$ cat config.mk
export PLATFORM = sky130hd
export DESIGN_NAME = ascii_uart_tx
export DESIGN_NICKNAME = d
export VERILOG_FILES = /design/src/rtl/ascii_uart_tx.sv
export SDC_FILE = /design/constraint.sdc
export NUM_CORES = 1
export LEC_CHECK = 0
export ABC_AREA = 1
export BUFFER_PORTS_ARGS = -buffer_cell sky130_fd_sc_hd__clkbuf_2
export CAP_MARGIN = 15
export CELL_PAD_IN_SITES_DETAIL_PLACEMENT = 1
export CELL_PAD_IN_SITES_GLOBAL_PLACEMENT = 1
export CORE_MARGIN = 2
export CORE_UTILIZATION = 30
export CTS_BUF_LIST = sky130_fd_sc_hd__clkbuf_4 sky130_fd_sc_hd__clkbuf_8
export CTS_CLUSTER_DIAMETER = 100
export DETAILED_ROUTE_END_ITERATION = 8
export GPL_TIMING_DRIVEN = 0
export PLACE_DENSITY = 0.64
export SYNTH_ARGS = -nofsm -noshare
export SYNTH_HDL_FRONTEND = slang
export SYNTH_SLANG_ARGS = --single-unit
$ cat constraint.sdc
create_clock -name clk -period 3.1 [get_ports clk]
set_input_delay 0 -clock clk [delete_from_list [all_inputs] [get_ports clk]]
set_output_delay 0 -clock clk [all_outputs]
set_load 0.02 [all_outputs]
$ cat src/rtl/ascii_uart_tx.sv
// ascii_uart_tx
//   Queues ASCII bytes from the character generator in a small circular FIFO
//   and sends each one on a single pin as an 8N1 UART frame, LSB first.
//
// Parameters
//   CLKS_PER_BIT : clock cycles per UART bit (2..65535)
//   FIFO_DEPTH   : FIFO entries, power of two (2..16)
//
// Ports
//   clk        : system clock, rising edge
//   rst_n      : asynchronous active-low reset
//   data_in    : byte to queue, held stable while data_valid is high
//   data_valid : producer offers data_in
//   data_ready : FIFO has room; a byte is taken when data_valid && data_ready
//   tx         : serial line, idles high, registered
//   busy       : a frame is on the line (START, DATA or STOP)
//   fifo_count : bytes waiting in the FIFO, not counting the one being shifted
module ascii_uart_tx #(
  parameter int CLKS_PER_BIT = 217,
  parameter int FIFO_DEPTH   = 4
) (
  input  logic                          clk,
  input  logic                          rst_n,
  input  logic [7:0]                    data_in,
  input  logic                          data_valid,
  output logic                          data_ready,
  output logic                          tx,
  output logic                          busy,
  output logic [$clog2(FIFO_DEPTH):0]   fifo_count
);

  localparam int PW = $clog2(FIFO_DEPTH);
  localparam int CW = PW + 1;
  localparam logic [CW-1:0] DEPTH_C   = CW'(FIFO_DEPTH);
  localparam logic [15:0]   BAUD_LAST = 16'(CLKS_PER_BIT - 1);

  typedef enum logic [1:0] {
    IDLE  = 2'd0,
    START = 2'd1,
    DATA  = 2'd2,
    STOP  = 2'd3
  } state_t;

  state_t         state_reg, state_next;
  logic [7:0]     mem [FIFO_DEPTH];
  logic [PW-1:0]  wr_ptr_reg, rd_ptr_reg;
  logic [CW-1:0]  count_reg;
  logic [15:0]    baud_reg, baud_next;
  logic [2:0]     bit_reg, bit_next;
  logic [7:0]     shreg_reg, shreg_next;
  logic           tx_reg, tx_next;
  logic           push, pop, baud_tc;

  // Ready comes from the registered count only, so a full FIFO refuses a
  // byte even on the edge that pops it.
  assign data_ready = (count_reg != DEPTH_C);
  assign push       = data_valid && data_ready;
  assign pop        = (state_reg == IDLE) && (count_reg != '0);
  assign baud_tc    = (baud_reg == BAUD_LAST);

  assign tx         = tx_reg;
  assign busy       = (state_reg != IDLE);
  assign fifo_count = count_reg;

  // Storage has no reset so it can map onto distributed RAM; stale
  // contents are never read because the count gates every pop.
  always_ff @(posedge clk) begin
    if (push) begin
      mem[wr_ptr_reg] <= data_in;
    end
  end

  // Pointers are exactly PW bits wide, so the power-of-two depth makes
  // them wrap on their own.
  always_ff @(posedge clk or negedge rst_n) begin
    if (!rst_n) begin
      wr_ptr_reg <= '0;
      rd_ptr_reg <= '0;
      count_reg  <= '0;
    end else begin
      if (push) wr_ptr_reg <= wr_ptr_reg + 1'b1;
      if (pop)  rd_ptr_reg <= rd_ptr_reg + 1'b1;
      case ({push, pop})
        2'b10:   count_reg <= count_reg + 1'b1;
        2'b01:   count_reg <= count_reg - 1'b1;
        default: count_reg <= count_reg;
      endcase
    end
  end

  always_ff @(posedge clk or negedge rst_n) begin
    if (!rst_n) begin
      state_reg <= IDLE;
      baud_reg  <= '0;
      bit_reg   <= '0;
      shreg_reg <= '0;
      tx_reg    <= 1'b1;
    end else begin
      state_reg <= state_next;
      baud_reg  <= baud_next;
      bit_reg   <= bit_next;
      shreg_reg <= shreg_next;
      tx_reg    <= tx_next;
    end
  end

  always_comb begin
    state_next = state_reg;
    baud_next  = baud_reg;
    bit_next   = bit_reg;
    shreg_next = shreg_reg;
    tx_next    = 1'b1;

    case (state_reg)
      IDLE: begin
        if (pop) begin
          shreg_next = mem[rd_ptr_reg];
          baud_next  = '0;
          bit_next   = '0;
          state_next = START;
        end
      end
      START: begin
        if (baud_tc) begin
          baud_next  = '0;
          state_next = DATA;
        end else begin
          baud_next = baud_reg + 16'd1;
        end
      end
      DATA: begin
        if (baud_tc) begin
          baud_next  = '0;
          shreg_next = {1'b0, shreg_reg[7:1]};
          bit_next   = bit_reg + 3'd1;
          if (bit_reg == 3'd7) begin
            state_next = STOP;
          end
        end else begin
          baud_next = baud_reg + 16'd1;
        end
      end
      STOP: begin
        if (baud_tc) begin
          baud_next  = '0;
          state_next = IDLE;
        end else begin
          baud_next = baud_reg + 16'd1;
        end
      end
      default: state_next = IDLE;
    endcase

    // The line level is computed for the state being entered and then
    // registered, so tx changes exactly on the state edge without glitches.
    case (state_next)
      START:   tx_next = 1'b0;
      DATA:    tx_next = shreg_next[0];
      default: tx_next = 1'b1;
    endcase
  end

endmodule

[Word-level counts from Yosys, hierarchy flattened]
Memories as Yosys holds them, arrays and structs flattened.
Cells that the tools add are included.
Storage, ports and cells
  register bits: 37
  RAM bits: 32
  input bits: 11
  memories: 1
Operators by class
  $add $sub $neg: 6
  eq/ne operators: 12
  muxes and demuxes: 19
  reductions and logical operators: 9
Memories
  mem: words 4, bits a word 8, read ports 1, clocked after Yosys merged registers in 0, write ports 1, RTL line 45  | logic [7:0] mem [FIFO_DEPTH];
Operators with widths (count)
  16-bit two-way mux: 2
  16-bit case mux with 2 select lines: 1
  16-bit by 1-bit adder with 16-bit output (second input constant): 1
  16-bit by 8-bit == test with 1-bit output (second input constant): 1
  8-bit two-way mux: 2
  8-bit case mux with 2 select lines: 1
  3-bit case mux with 2 select lines: 2
  2-bit two-way mux: 5
  2-bit == test (second input constant): 4
  2-bit case mux with 4 select lines: 1
  3-bit by 1-bit adder with 3-bit output (second input constant): 2
  2-bit by 1-bit == test with 1-bit output (second input constant): 3
  3-bit two-way mux: 2
  2-bit nonzero test: 3
  2-bit by 1-bit adder with 2-bit output (second input constant): 2
  2-bit != test (second input constant): 2
  3-bit == test (second input constant): 1
  3-bit != test (second input constant): 1
  3-bit AND reduction: 1
  3-bit nonzero test: 1
  3-bit OR reduction: 1
  3-bit by 1-bit subtractor with 3-bit output (second input constant): 1
  1-bit logical AND: 2
  2-bit zero test: 1
  other kinds (2): 3

[Logic depth before layout (Yosys ltp)]
  depth in word-level cells: 6
  depth in mapped cells: 12
  gate-level depth less buffers: 11

[Worst setup path before layout]
OpenSTA, ideal clock, no wires.
  path kind: register to register
  start point: reg count_reg[1], in the netlist fifo_count[1]
  end point: reg count_reg[2], in the netlist fifo_count[2]
  setup time: 131 ps
  arrival time: 2130 ps
  slack: 839 ps
  cell stages (with the launch flop): 10
  path buffers: 0
  path through: dfrtp_1 > nor2_1 > nand2_1 > nand2_1 > ha_1 > inv_1 > fa_1 > a21oi_1 > o21ai_0 > xor2_1
On the way
  cells in the longest elaborated chain, start to end: 4
  elaborated cells between the ends (all ways): 10
Ends and longest elaborated chain
  start: declaration: RTL line 47  | logic [CW-1:0] count_reg;
  start signal: assignment: RTL line 84  | 2'b10: count_reg <= count_reg + 1'b1;
  start signal: assignment: RTL line 85  | 2'b01: count_reg <= count_reg - 1'b1;
  start signal: assignment: RTL line 86  | default: count_reg <= count_reg;
  3-bit != test (*): RTL line 56  | assign data_ready = (count_reg != DEPTH_C);
  via data_ready: RTL line 26  | output logic data_ready,
  1-bit logical AND (*): RTL line 57  | assign push = data_valid && data_ready;
  2-bit by 1-bit == test with 1-bit output or 2-bit == test (tied branches): RTL line 83  | case ({push, pop})
  3-bit case mux with 2 select lines or 2-bit nonzero test (tied branches)
The timed path passes the listed nets; every way through them passes the cells marked *.
A chain may end at the register's enable or synchronous reset.

[Worst setup path in the final report]
  start point: reg state_reg[0]
  end point: reg count_reg[2], in the netlist fifo_count[2]
On the way
  cells in the longest elaborated chain, start to end: 4
  elaborated cells between the ends (all ways): 6
Ends and longest elaborated chain
  start: declaration: RTL line 44  | state_t state_reg, state_next;
  start signal: assignment: RTL line 99  | state_reg <= state_next;
  2-bit zero test (*): RTL line 58  | assign pop = (state_reg == IDLE) && (count_reg != '0);
  1-bit logical AND (*): RTL line 58
  2-bit by 1-bit == test with 1-bit output or 2-bit == test (tied branches): RTL line 83
  3-bit case mux with 2 select lines or 2-bit nonzero test (tied branches)
Every way passes the cells marked *; elsewhere a longest branch is shown, timed or not.

==> results.json <==
{
  "status": "finished clean",
  "power-per-cell-area_nw_per_um2": 559,
  "vdd.ir_drop.worst_mv": 0.371,
  "final.setup_skew_ns": 0.0102,
  "cp-end-kind": "flop",
  "port_buffers": 16,
  "whs_ns": 0.118,
  "cts_buffer_depth": 2,
  "worstReg2RegEnd": "fifo_count[2]",
  "synth_edf_count": 32,
  "clkTransAtPathRegs_ns": 0.08,
  "grt_antenna_before_repair": 0,
  "clk_latency_ns": 0.36,
  "coreArea_sq_um": 10900,
  "path_max_fanout": 10,
  "fin_nets": 403,
  "timing.critical_path.required_ns": 3.34,
  "antenna_violating_nets_post_route": 0,
  "hold_violations_final": 0,
  "drt_pre_antenna_iters": 4,
  "post-route-period-util_pct": 75.5,
  "chipHeight_microns": 110,
  "crit_slowest_cell": "dfrtp_1",
  "drv_slew": 0,
  "finalSetupTns_ns": 0,
  "routed-via-count": 2439,
  "gr-usage-all-layers_pct": 13.8,
  "cts_resizes": 0,
  "post-cts-setup-buffer-count": 0,
  "mappedNetlistArea_sq_um": 3390,
  "num_rows": 38,
  "fp.dieW_microns": 110,
  "post-route-min-period_ns": 2.34,
  "gp_congestion": 0.774,
  "grt_setup_unrepaired": "no",
  "timing.slew.headroom_pct": 35.3,
  "critPathLaunch": "state_reg[0]",
  "grt_overflow": 0,
  "cts.sinks": 69,
  "post_synth_num_cell_types": 35,
  "crit_chain": "nor2_2, inv_2, a21oi_4, buf_4, ha_1, inv_1, fa_1, a21oi_1, o21ai_0, xor2_1",
  "cts_inserted_buffers": 9,
  "avgRoutedWirePerCell_microns": 13.5,
  "finalSetupViolations": 0,
  "clock_tree_from_tritoncts": "yes",
  "num_io_pins": 17,
  "number_of_antenna_repair_diodes": 0,
  "worstHoldStart": "data_valid",
  "synthFlopType": "dfrtp_1",
  "starting_density_pct": 31.0,
  "postRouteWirelength_mm": 7.12,
  "syn_to_final_growth_pct": 16.2,
  "place_hpwl_mm": 5.13,
  "wire_length_of_the_first_global_routing_pass_mm": 12.5,
  "power.leakage_nw": 1.74,
  "max_freq_mhz": 427,
  "cp.arrival_ns": 2.58,
  "avgViaCountPerCell": 4.63,
  "largest_register_ffs": 32,
  "utilization_pct": 36.1,
  "startpoint_type": "flop",
  "clk_root_buffer_cell": "clkbuf_8",
  "cp-endpoint": "fifo_count[2]",
  "max_stage_delay_ns": 0.48,
  "drive_gt1_share_pct": 20.9,
  "post_synth.cell_area_avg_sq_um": 9.81,
  "synth_sequential_area_ratio_pct": 55.6,
  "setup.reg_to_reg.worst_slack_ns": 0.76,
  "synth.ff_latch_count": 69,
  "post_synth_inst_count": 346,
  "holdCritPathClass": "in -> reg",
  "syn_nets": 367,
  "yosys_warnings": 0,
  "drc_errors": 0,
  "die_area_sq_um": 12200,
  "worstSetupPathType": "reg -> reg",
  "synthArstFlopShare_pct": 53.6,
  "number_of_h_tree_branching_levels": 3,
  "timing.reg2reg.worst_path_depth": 10,
  "vias_in_the_first_global_route": 2641,
  "filler_cell_count": 1287,
  "pin_count_of_the_biggest_net_entering_global_routing": 38,
  "worstReg2RegStart": "state_reg[0]",
  "timing_worst_slew_pin_value_ns": 0.971,
  "drtIter0Drc": 81,
  "cap_violations": 0
}
==> where the power goes <==
group	leakage (nW)	switching (mW)	internal, mW
clock network	0.100	0.372	0.387
logic	0.887	0.213	0.0958
registers	0.756	0.0498	1.08
total	1.74	0.635	1.57
==> cells by family after synthesis <==
logic type	Yosys count	synth area share, %
flops	69	55.6
fa+ha+maj	10	3.91
simple gates	157	24.2
compound gates	47	7.52
buf+inv	54	6.42
xor+xnor	9	2.32
==> through the flow <==
stage	power (mW)	instance area, sq um	cells	setup slack [ns]
after floorplan	1.35	3390	346	0.839
after global placement	1.45	3650	502	0.769
after detailed placement	1.46	3650	502	0.742
after CTS	2.25	3940	527	0.726
after global routing	2.33	3940	527	0.569
final	2.20	3940	527	0.761
==> layout by cell type (no fill, tap or decap), types with 9 or more instances in the layout <==
master	count
clkbuf_8	9
nand2_2	10
clkbuf_2	16
dfrtp_1	36
dlygate4sd3_1	9
ha_1	9
o21ai_0	19
nand3_1	40
nor2_1	19
edfxtp_1	32
nand2_1	61
inv_2	11
a21oi_1	15
inv_1	33
==> routing by layer <==
metal	track usage, %	share of wire, %	vias to the layer above
li1	-	-	1224
met1	16.1	45	1179
met2	23.8	51	25
met3	4.06	2.3	11
met4	5.63	2.0	0
met5	0	0	-
==> how the worst min path moves through the flow <==
stage / slack, ns / cells after the start / to
3_3_place_gp: 0.22 / 1 / baud_reg[15]
4_1_cts: 0.11 / 3 / wr_ptr_reg[0]
3_5_place_dp: 0.22 / 1 / mem[3][3]
5_1_grt: 0.14 / 3 / wr_ptr_reg[0]
6_report: 0.12 / 3 / wr_ptr_reg[0]
2_1_floorplan: -0.30 / 0 / baud_reg[0]
==> timing repair <==
item                                    CTS  global route
endpoints found under the hold margin    68             0
hold buffers                              9             0
endpoints found under the setup margin    0             0
==> critical path, delay by kind of cell, from the launching register on <==
family | cells | cell delay, ns
AOI/OAI and AO/OA | 3 | 0.45
xor gates and xnor gates | 1 | 0.15
adders and majority gates | 2 | 0.53
buffers and inverters | 3 | 0.40
DFF | 1 | 0.48
and+or+nand+nor | 1 | 0.21
==> synthesized netlist by cell type, types with 2 or more instances <==
cell      count  area, sq um
edfxtp_1     32          961
xor2_1        7         61.3
dfrtp_1      36          901
nand2_1      61          229
nor2_1       19         71.3
clkbuf_1      4         15.0
inv_1        33          124
inv_4         2         12.5
buf_4         2         15.0
o21ai_1       6         30.0
inv_2        11         41.3
nand3_1      40          200
nor2_2        3         18.8
o21ai_0      19         95.1
nand2_4       6         67.6
xnor2_1       2         17.5
a21oi_1      15         75.1
nand2_2      10         62.6
ha_1          9          113
nand3_2       7         70.1
nand4_1       5         31.3
o22ai_1       4         25.0
==> area by class of cell <==
| cell class | instances | area (sq um) | area share (%) |
|---|---|---|---|
| well taps | 140 | 175 | 4.44 |
| inverters | 47 | 183 | 4.63 |
| clock inverters | 6 | 72.6 | 1.84 |
| clock buffers | 10 | 131 | 3.33 |
| plain buffers | 7 | 35.0 | 0.889 |
| multi-input cells | 223 | 1290 | 32.7 |
| flip-flops and latches | 69 | 1890 | 47.9 |
| repair buffers | 25 | 170 | 4.32 |
Note: power is estimated with default switching activity, not from simulation.
